<file path="config.mk">
export PLATFORM = sky130hd
export DESIGN_NAME = peri_port_arbiter
export DESIGN_NICKNAME = d
export VERILOG_FILES = /design/src/rtl/peri_port_arbiter.sv
export SDC_FILE = /design/constraint.sdc
export NUM_CORES = 1
export LEC_CHECK = 0
export ABC_AREA = 0
export CORE_UTILIZATION = 50
export DETAILED_ROUTE_END_ITERATION = 16
export PLACE_DENSITY = 0.82
export SLEW_MARGIN = 20
export SYNTH_ARGS = -nofsm -noshare
export SYNTH_HDL_FRONTEND = slang
export SYNTH_SLANG_ARGS = --single-unit
</file>
<file path="constraint.sdc">
create_clock -name clk_i -period 2.9 [get_ports clk_i]
set_clock_uncertainty 0.2 [all_clocks]
set_input_delay 0.725 -clock clk_i [delete_from_list [all_inputs] [get_ports clk_i]]
set_output_delay 0.725 -clock clk_i [all_outputs]
set_load 0.05 [all_outputs]
</file>
<file path="src/rtl/peri_port_arbiter.sv">
// peri_port_arbiter: shares the single-port peripheral memory between posted scalar stores and vector bursts.
// Define PERI_ARB_CPU_PRIO_EN for fixed scalar priority; otherwise arbitration is round-robin.
module peri_port_arbiter #(
  parameter int DEPTH = 4,
  parameter int AW    = 16,
  parameter int DW    = 16
) (
  input  logic          clk_i,
  input  logic          rst_i,
  input  logic          peri_web_i,
  input  logic [AW-1:0] peri_addr_i,
  input  logic [DW-1:0] peri_datao_i,
  output logic          cpu_stall_o,
  input  logic          vec_req_i,
  input  logic          vec_we_i,
  input  logic [AW-1:0] vec_addr_i,
  input  logic [3:0]    vec_len_i,
  input  logic [DW-1:0] vec_wdata_i,
  output logic          vec_gnt_o,
  output logic          vec_wnext_o,
  output logic          vec_rvalid_o,
  output logic [DW-1:0] vec_rdata_o,
  output logic          vec_done_o,
  output logic          mem_cs_o,
  output logic          mem_we_o,
  output logic [AW-1:0] mem_addr_o,
  output logic [DW-1:0] mem_wdata_o,
  input  logic [DW-1:0] mem_rdata_i
);

  localparam int PW = $clog2(DEPTH);

  typedef enum logic [1:0] {IDLE, CPU_WR, VEC_BURST} state_e;

  state_e        state_q, state_d;
  logic [AW-1:0] fifoAddr_q [DEPTH];
  logic [DW-1:0] fifoData_q [DEPTH];
  logic [PW-1:0] wrPtr_q, rdPtr_q;
  logic [PW:0]   count_q, count_d;
  logic [AW-1:0] vAddr_q, vAddr_d;
  logic          vWe_q, vWe_d;
  logic [3:0]    vLen_q, vLen_d;
  logic [3:0]    beat_q, beat_d;
  logic          rdPend_q, rdPend_d;
  logic          done_q, done_d;
  logic          push, pop, cpuPend, cpuWin, vecWin;

  assign cpu_stall_o = (count_q == (PW+1)'(DEPTH));
  assign push        = !peri_web_i && !cpu_stall_o;
  assign cpuPend     = (count_q != '0);

`ifdef PERI_ARB_CPU_PRIO_EN
  assign cpuWin = cpuPend;
  assign vecWin = vec_req_i && !cpuPend;
`else
  // lastVec_q remembers who won the previous arbitration so a tie goes to the other side.
  logic lastVec_q;
  assign cpuWin = cpuPend && (!vec_req_i || lastVec_q);
  assign vecWin = vec_req_i && (!cpuPend || !lastVec_q);

  always_ff @(posedge clk_i) begin
    if (rst_i) begin
      lastVec_q <= 1'b1;
    end else if (state_q == IDLE && cpuWin) begin
      lastVec_q <= 1'b0;
    end else if (state_q == IDLE && vecWin) begin
      lastVec_q <= 1'b1;
    end
  end
`endif

  always_comb begin
    unique case ({push, pop})
      2'b10:   count_d = count_q + (PW+1)'(1);
      2'b01:   count_d = count_q - (PW+1)'(1);
      default: count_d = count_q;
    endcase
  end

  always_comb begin
    state_d     = state_q;
    vAddr_d     = vAddr_q;
    vWe_d       = vWe_q;
    vLen_d      = vLen_q;
    beat_d      = beat_q;
    rdPend_d    = 1'b0;
    done_d      = 1'b0;
    pop         = 1'b0;
    vec_gnt_o   = 1'b0;
    vec_wnext_o = 1'b0;
    mem_cs_o    = 1'b0;
    mem_we_o    = 1'b0;
    mem_addr_o  = '0;
    mem_wdata_o = '0;
    case (state_q)
      IDLE: begin
        if (cpuWin) begin
          state_d = CPU_WR;
        end else if (vecWin) begin
          vec_gnt_o = 1'b1;
          vAddr_d   = vec_addr_i;
          vWe_d     = vec_we_i;
          vLen_d    = vec_len_i;
          beat_d    = '0;
          state_d   = VEC_BURST;
        end
      end
      CPU_WR: begin
        mem_cs_o    = 1'b1;
        mem_we_o    = 1'b1;
        mem_addr_o  = fifoAddr_q[rdPtr_q];
        mem_wdata_o = fifoData_q[rdPtr_q];
        pop         = 1'b1;
        state_d     = IDLE;
      end
      VEC_BURST: begin
        // Address arithmetic wraps naturally at 2^AW; read data returns one cycle later.
        mem_cs_o   = 1'b1;
        mem_we_o   = vWe_q;
        mem_addr_o = vAddr_q + AW'(beat_q);
        if (vWe_q) begin
          mem_wdata_o = vec_wdata_i;
          vec_wnext_o = 1'b1;
        end else begin
          rdPend_d = 1'b1;
        end
        beat_d = beat_q + 4'd1;
        if (beat_q == vLen_q) begin
          done_d  = 1'b1;
          state_d = IDLE;
        end
      end
      default: state_d = IDLE;
    endcase
  end

  always_ff @(posedge clk_i) begin
    if (rst_i) begin
      state_q  <= IDLE;
      count_q  <= '0;
      wrPtr_q  <= '0;
      rdPtr_q  <= '0;
      vAddr_q  <= '0;
      vWe_q    <= 1'b0;
      vLen_q   <= '0;
      beat_q   <= '0;
      rdPend_q <= 1'b0;
      done_q   <= 1'b0;
    end else begin
      state_q  <= state_d;
      count_q  <= count_d;
      vAddr_q  <= vAddr_d;
      vWe_q    <= vWe_d;
      vLen_q   <= vLen_d;
      beat_q   <= beat_d;
      rdPend_q <= rdPend_d;
      done_q   <= done_d;
      if (push) wrPtr_q <= wrPtr_q + PW'(1);
      if (pop)  rdPtr_q <= rdPtr_q + PW'(1);
    end
  end

  always_ff @(posedge clk_i) begin
    if (push && !rst_i) begin
      fifoAddr_q[wrPtr_q] <= peri_addr_i;
      fifoData_q[wrPtr_q] <= peri_datao_i;
    end
  end

  assign vec_rvalid_o = rdPend_q;
  assign vec_rdata_o  = rdPend_q ? mem_rdata_i : '0;
  assign vec_done_o   = done_q;

endmodule
</file>
==> metrics.yaml <==
route:
  drt_iter0_markers: 469
  drc: 0
  wl_per_cell_microns: 22.2
  wl_microns: 20200
  ant_nets: 0
  viasPerCell: 5.91
  first_pass_iters: 5
  num_vias: 5377
synthesis:
  synth_edf_count: 128
  yosys_most_used_dff: "edfxtp_1"
  async_flop_share_pct: 0
  ys_types: 49
  netlist_instances: 527
  syn_avg_cell_area_sq_um: 13.9
  yosys_warnings: 0
  syn-num-nets: 631
  synth-seq-area-share_pct: 63.2
  netlist_area_sq_um: 7310
  ys_seq_elements: 167
floorplan:
  die_y_microns: 123
  design.die.area_sq_um: 15100
  rows: 43
  io_pins: 144
  initial_core_util_pct: 51.9
  die_w_microns: 123
  core_area_sq_um: 14100
critical_path:
  critPathMaxFanout: 6
  startpoint_type: "flip-flop"
  worstSetupStartpoint: "vAddr_q[0]$_SDFFE_PP0P_"
  r2r_start: "state_q[1]$_SDFFE_PP0P_"
  worstPathRequired_ns: 1.98
  arrival_ns: 2.29
  critPathCaptureType: "output port"
  path_class: "reg -> out"
power:
  total_power_mw: 8.48
  p_leak_nw: 3.78
  pwr-share-clk_pct: 25.2
  switchingPower_mw: 2.78
  p_int_mw: 5.70
  pwr-share-comb_pct: 38.7
  powerDensity_nw_per_um2: 774
  pwr-share-seq_pct: 36.1
  peakVddDrop_mv: 0.562
  switching_share_pct: 32.8
clock_tree:
  clock_path_buffers: 2
  clkSinkCount: 167
  worst_skew_pair.late_latency_ns: 0.43
  cts-root-buf: "clkbuf_16"
  cts-htree-levels: 4
  numCtsBuffers: 17
  cts_tree: "done"
  clk_pin_slew_worst_paths_ns: 0.06
hold_path:
  min_path_type: "reg -> reg"
  hold_path.startpoint: "vLen_q[1]$_SDFFE_PP0P_"
grt:
  gr-total-overflow: 0
  grtUsageMet2_pct: 45.3
  grt_usage_pct: 27.3
  grt_pass1_wl_microns: 29400
  grt_antenna_before_repair: 0
  grt_pass1_vias: 5543
  grtUsageMet3_pct: 8.16
  grt-busiest-layer: "met2"
  grtUsageMet1_pct: 32.4
  grt_max_degree: 33
placed_design:
  io_buffers: 143
  place_ws_ns: -0.0661
  dp_hpwl_microns: 11900
  placed_cell_area_sq_um: 9700
  gp_congestion: 0.886
  placedCellCount: 853
sta:
  hold_slack_ns: 0.285
  fmax_mhz: 311
  finalCriticalPeriod_ns: 3.21
  slew_headroom_pct: 60.2
  finalHoldViolCount: 0
  slew_viol_final: 0
  setup_viol: 19
  worst_slew_pin_slew_ns: 0.594
  rsz0062_at_grt: "true"
  tns_ns: -4.07
  period_share_pct: 111
  finalWorstSetupSlack_ns: -0.310
layout:
  fin_util_pct: 77.8
  diodes: 0
  fin_area_sq_um: 11000
  stdcell_count: 910
  final_cell_mix: "edfxtp_1, clkdlybuf4s50_1, nand2_1"
  final_common_cell: "edfxtp_1"
  drive_gt1_share_pct: 35.3
  syn_to_final_growth_pct: 50.0
  nNetsFinal: 821
status:
  status: "finished with violations"
  violations: "setup timing"
run:
  cap_violations: 0
==> kinds of logic (layout without fill, tap and decap cells) <==
kind of cell / count (synthesis) / in the layout / synth area share, %
AO/OA/AOI/OAI: 88 / 88 / 7.96
XOR/XNOR: 13 / 13 / 1.56
multiplexers: 34 / 34 / 10.3
flip-flops: 167 / 167 / 63.2
AND/OR/NAND/NOR: 167 / 167 / 11.4
buffers and inverters: 43 / 246 / 2.81
adder cells (fa/ha/maj): 15 / 15 / 2.77
==> flip-flops by register name (all words and copies together), names as in the netlist, 3 cells and up, named ones only <==
| name | cells |
|---|---|
| fifoAddr_q | 64 |
| fifoData_q | 64 |
| vAddr_q | 16 |
| beat_q | 4 |
| vLen_q | 4 |
| count_q | 3 |
==> routing by layer <==
layer  vias to the layer above  part of all wire, %
met2                       334                   50
met5                         -                    0
met4                         0                  3.2
li1                       2366                    -
met1                      2625                   37
met3                        52                   10
==> synth_stat cells (2+ instances only) <==
cell | count | share of area, %
mux4_1 | 2 | 0.72
mux2_2 | 2 | 0.31
a221oi_1 | 2 | 0.24
nor3_1 | 2 | 0.14
xnor2_1 | 6 | 0.72
a31oi_1 | 2 | 0.17
buf_4 | 2 | 0.21
ha_1 | 13 | 2.2
nand2b_1 | 4 | 0.34
nand2_1 | 67 | 3.4
a32oi_1 | 3 | 0.36
a22oi_1 | 17 | 1.7
edfxtp_1 | 128 | 53
o21ai_0 | 11 | 0.75
a21oi_1 | 29 | 2.0
a211oi_1 | 3 | 0.31
nor2b_1 | 21 | 1.8
or4_1 | 3 | 0.31
nand3_1 | 11 | 0.75
nor3b_1 | 3 | 0.31
or3_1 | 4 | 0.34
buf_1 | 3 | 0.15
o211ai_1 | 8 | 0.82
nor2_1 | 17 | 0.87
inv_1 | 16 | 0.82
fa_1 | 2 | 0.55
o311a_1 | 3 | 0.41
dfxtp_1 | 39 | 11
buf_2 | 5 | 0.34
clkbuf_1 | 13 | 0.67
and3_1 | 3 | 0.26
and2_1 | 24 | 2.1
nand4_1 | 4 | 0.34
buf_6 | 4 | 0.62
a21o_1 | 2 | 0.21
xor2_1 | 7 | 0.84
mux4_2 | 30 | 9.2
==> final timing paths <==
path	cells after the start	slack, ns	end
setup / recovery	8	-0.31	mem_addr_o[12]
hold / removal	2	0.28	vLen_q[1]$_SDFFE_PP0P_
setup reg to reg	10	0.36	count_q[2]$_SDFFE_PP0P_
hold reg to reg	2	0.28	vLen_q[1]$_SDFFE_PP0P_
==> worst max-delay path: stages (launching register included) <==
cell and delay, ns:
dfxtp_2 0.35, ha_4 0.15, inv_2 0.04, fa_2 0.33
nand2b_4 0.21, a21o_4 0.26, o211ai_1 0.21, nand3_2 0.13
buf_12 0.16
==> area by class of cell <==
class	instances	area, sq um
fillers	780	3130
inverters	16	65.1
well taps	180	225
clock buffers	24	482
flip-flops and latches	167	4640
repair buffers	198	2580
clock inverters	8	73.8
multi-input cells	317	2900
==> repair_timing <==
item	in CTS	in global routing
gates cloned	5	1
hold buffers	0	0
pin swaps	34	21
hold endpoints to repair	0	0
gates resized for setup	84	23
endpoints found under the setup margin	33	32
buffers inserted	15	6
==> power by group through the flow <==
| stage | registers, mW | clock network, mW | logic (mW) |
|---|---|---|---|
| 2_1_floorplan | 3.02 | 0 | 1.65 |
| 3_3_place_gp | 3.03 | 0 | 2.61 |
| 3_5_place_dp | 3.06 | 0 | 2.68 |
| 4_1_cts | 3.04 | 2.14 | 3.18 |
| 5_1_grt | 3.09 | 2.24 | 3.46 |
| 6_report | 3.06 | 2.14 | 3.29 |
No activity file was read; power rests on OpenSTA's default activity.
==> RTL change 1 (same settings) <==
The parameter `DEPTH` goes from 4 to 8.
--- a/src/rtl/peri_port_arbiter.sv
+++ b/src/rtl/peri_port_arbiter.sv
@@ -3,3 +3,3 @@
 module peri_port_arbiter #(
-  parameter int DEPTH = 4,
+  parameter int DEPTH = 8,
   parameter int AW    = 16,
Check against the original RTL: not equivalent (Yosys sat finds a counterexample within 10 cycles, from zero or initial values and one cycle with rst_i high).
==> RTL change 1 against the unedited design <==
  * The flow still finishes with violations (negative setup slack)
  * Synthesized cell count rose by 47%
  * Sequential cell count is 132 higher
  * Utilization decreased by 5.6 points
  * Total power rose by 50%
  * Design area is 61% higher
  * Setup slack got worse by 0.29 ns
  * Routed wire length rose by 82%
  * Area after synthesis rose by 71%
  * Largest cell class unchanged
==> RTL change 1: results (changes against the unedited design) <==
| Metric | Value |
|---|---|
| Status | finished with violations (unchanged) |
| Violated checks | negative setup slack (unchanged) |
| Worst-skew pair later-pin latency | 0.55 ns (was 0.43 ns) |
| First-pass GRT wire length | 51,700 um (was 29,400 um) |
| Synth Net Count | 879 (was 631) |
| Largest registers | fifoAddr_q x128, fifoData_q x128, vAddr_q x16 (was fifoAddr_q x64, fifoData_q x64, vAddr_q x16) |
| Final WS setup | -0.601 ns (was -0.310 ns) |
| CP endpoint | mem_addr_o[14] (was mem_addr_o[12]) |
| R2r endpoint | count_q[3]$_SDFFE_PP0P_ (was count_q[2]$_SDFFE_PP0P_) |
| Hold slack | 0.314 ns (was 0.285 ns) |
| Wire per inst | 27.3 um (was 22.2 um) |
| Worst hold path depth | 1 (was 2) |
| Placed Instance Area | 15,500 um^2 (was 9700 um^2) |
| Largest net degree at the start of global routing | 40 (was 33) |
| Vias in the first global route | 8,672 (was 5,543) |
| Worst path top cell family by delay | compound AO/OA/AOI/OAI gates (was adder cells) |
| Critical path launch point | beat_q[0]$_SDFFE_PP0P_ (was vAddr_q[0]$_SDFFE_PP0P_) |
| Number of setup violations in the final report | 32 (was 19) |
| Post-synth EDFFs | 256 (was 128) |
| Nets | 1,105 (was 821) |
| CP max stage cell | a311o_2 (was dfxtp_2) |
| Largest cells by area after synthesis | edfxtp_1, mux4_2, dfxtp_1 (was edfxtp_1, dfxtp_1, mux4_2) |
| Commonest cells post-synth | edfxtp_1, nor2_1, dfxtp_1, mux4_2, mux2i_1 (was edfxtp_1, nand2_1, dfxtp_1) |
| Gate Count Post-Synth | 775 (was 527) |
| Delay of the slowest critical-path stage | 0.37 ns (was 0.35 ns) |
| Share of cells above drive strength 1 | 38.9% (was 35.3%) |
| Static Leak | 0.00598 uW (was 0.00378 uW) |
| Antenna violations before repair | 1 (was 0) |
| Via count | 8,300 (was 5,377) |
| Hold Startpoint | vWe_q$_SDFFE_PP0P_ (was vLen_q[1]$_SDFFE_PP0P_) |
| DP Worst Slack | -0.169 ns (was -0.0661 ns) |
| GP Congestion | 0.845 (was 0.886) |
| Crit path max fanout | 4 (was 6) |
| TritonCTS Buffers | 29 (was 17) |
| WHS Endpoint | vec_rvalid_o$_SDFF_PP0_ (was vLen_q[1]$_SDFFE_PP0P_) |
| GRT Util Overall | 27.1% (was 27.3%) |
| Fin Setup TNS | -13.05 ns (was -4.07 ns) |
| Cell variety after synth | 55 (was 49) |
| CTS max path bufs | 3 (was 2) |
| Post-synthesis sequential area ratio | 68.3% (was 63.2%) |
| Dpl cells | 1,260 (was 853) |
| Cell depth of the worst flop-to-flop path | 9 (was 10) |
| DP HPWL | 18,200 um (was 11,900 um) |
| First DRT Iteration DRCs | 915 (was 469) |
| Worst vdd ir | 0.597 mV (was 0.562 mV) |
| H-tree depth | 1 (was 4) |
| Worst slew pin tran | 0.640 ns (was 0.594 ns) |
| Worst EP arrival | 2.58 ns (was 2.29 ns) |
[RTL change 1: cell count changes in the layout (fill, tap and decap cells not counted), moves of 14 or more]
cell / change
edfxtp_1: +128
mux2i_1: +32
nor2_1: +30
nand2_1: -28
mux2_2: +22
nor2_4: +20
a21oi_1: -19
nor2b_2: -18
a22oi_2: -17
buf_6: +17
o31ai_4: +16
buf_4: +14
o22ai_2: +14
[RTL change 1: routing by layer]
metal	wire length, um	part of all wire [%]	track usage [%]
met3	3010	8.2	4.78
met4	1560	4.2	13.7
met1	13200	36	32.7
met2	18900	52	46.8
met5	9	0.025	0
[RTL change 1: power breakdown]
| group | leakage (uW) | total [uW] | internal (uW) | switching (uW) |
|---|---|---|---|---|
| clock network | 0.000432 | 3660 | 2020 | 1630 |
| logic | 0.00288 | 3980 | 1960 | 2020 |
| registers | 0.00267 | 5120 | 4890 | 227 |
[RTL change 1: cells by family after synthesis]
logic type	share of synthesized area, %
adders and majority gates	1.62
AOI/OAI and AO/OA	5.72
xor gates and xnor gates	1.12
muxes	14.1
buffers and inverters	2.52
and+or+nand+nor	6.67
DFF	68.3
[RTL change 1: final cells by class]
| type | count | area (um^2) |
|---|---|---|
| flip-flops and latches | 299 | 8570 |
| fillers | 1340 | 6790 |
| multi-input cells | 420 | 4720 |
| repair buffers | 236 | 3030 |
| clock buffers | 36 | 752 |
| well taps | 324 | 405 |
| clock inverters | 15 | 145 |
| inverters | 15 | 56.3 |
[RTL change 1: what timing repair did]
action,in CTS,in global routing
setup buffers,24,10
pin swaps,37,29
endpoints found under the setup margin,32,34
resized for setup,145,53
cloned,6,0
==> RTL change 2 (same flow settings) <==
Made on the original files. Re-encode `state_e` (3 states) as one-hot, 3 bits wide.
--- a/src/rtl/peri_port_arbiter.sv
+++ b/src/rtl/peri_port_arbiter.sv
@@ -32,3 +32,3 @@
 
-  typedef enum logic [1:0] {IDLE, CPU_WR, VEC_BURST} state_e;
+  typedef enum logic [2:0] {IDLE = 3'b001, CPU_WR = 3'b010, VEC_BURST = 3'b100} state_e;
 
Behaviour: same outputs for any inputs over 4 cycles, from zero or initial values and one cycle with rst_i high; so few cycles prove little.
==> RTL change 2 against the unedited design <==
  * The run still ends with negative setup slack left
  * Utilization is 0.10 points higher
  * First-iteration DRC count decreased by 16%
  * Setup slack worse by 0.15 ns
  * Routed wire length fell by 4.8%
  * Via count is 8.8% lower
  * Design area down 4.4%
  * Fmax is 4.6% lower
  * Sequential cell count up 1
  * Area after synthesis down 4.1%
  * Critical path type unchanged
Power is not compared: it rests on default switching activity, and its combinational part moved more than twofold at a synthesized area within 25%.
==> RTL change 2: results (changes against the unedited design) <==
| Metric | Value |
|---|---|
| Crit path max fanout | 2 (was 6) |
| Cell variety after synth | 38 (was 49) |
| Final WS setup | -0.464 ns (was -0.310 ns) |
| Post-synthesis sequential area ratio | 66.2% (was 63.2%) |
| Slew HR | 66.6% (was 60.2%) |
| Status | finished with violations (unchanged) |
| DP Worst Slack | -0.0765 ns (was -0.0661 ns) |
| Violated checks | negative setup slack (unchanged) |
| Largest net degree at the start of global routing | 40 (was 33) |
| Nets | 760 (was 821) |
| Vias in the first global route | 5,127 (was 5,543) |
| GP Congestion | 0.834 (was 0.886) |
| Gate Count Post-Synth | 487 (was 527) |
| CP max stage cell | fa_2 (was dfxtp_2) |
| Met1 usage in global routing | 30.9% (was 32.4%) |
| Post-synthesis mux area share | 10.4% (was 10.3%) |
| Adder-cell share of the synthesized area | 2.35% (was 2.77%) |
| Routed wl met2 | 10,000 um (about the same) |
| Number of setup violations in the final report | 17 (was 19) |
| Wire per inst | 22.6 um (was 22.2 um) |
| Hold Startpoint | vLen_q[3]$_SDFFE_PP0P_ (was vLen_q[1]$_SDFFE_PP0P_) |
| CP endpoint | mem_addr_o[14] (was mem_addr_o[12]) |
| Commonest cells post-synth | edfxtp_1, nand2_1, dfxtp_1 (unchanged) |
| FF-to-FF setup slack | 0.50 ns (was 0.36 ns) |
| Cell depth of the worst flop-to-flop path | 9 (was 10) |
| WHS Endpoint | vLen_q[3]$_SDFFE_PP0P_ (was vLen_q[1]$_SDFFE_PP0P_) |
| Final WL | 19,200 um (was 20,200 um) |
[RTL change 2: changes by cell type in the layout (fill, tap and decap cells not counted), sizes merged, moves of 4 or more]
| cell | before | now |
|---|---|---|
| clkinvlp | 1 | 6 |
| xnor2 | 6 | 12 |
| inv | 17 | 11 |
| o211ai | 8 | 0 |
| a22oi | 17 | 0 |
| nor2b | 21 | 2 |
| clkbuf | 24 | 19 |
| o21ai | 12 | 22 |
| nand2b | 4 | 0 |
| buf | 107 | 87 |
| nand3 | 12 | 4 |
| a22o | 1 | 17 |
| nand2 | 67 | 72 |
[RTL change 2: area by class of cell]
cell class              count  area, um^2
flip-flops and latches    168        4660
fillers                   757        2970
multi-input cells         281        2540
repair buffers            179        2390
clock buffers              18         429
well taps                 176         220
clock inverters            14         181
inverters                  12        51.3
diodes                      1        2.50
[RTL change 2: tightest hold or removal path, stage by stage (launching register included)]
cell and delay, ns:
dfxtp_1 0.32, nand2_1 0.06, a21oi_1 0.05
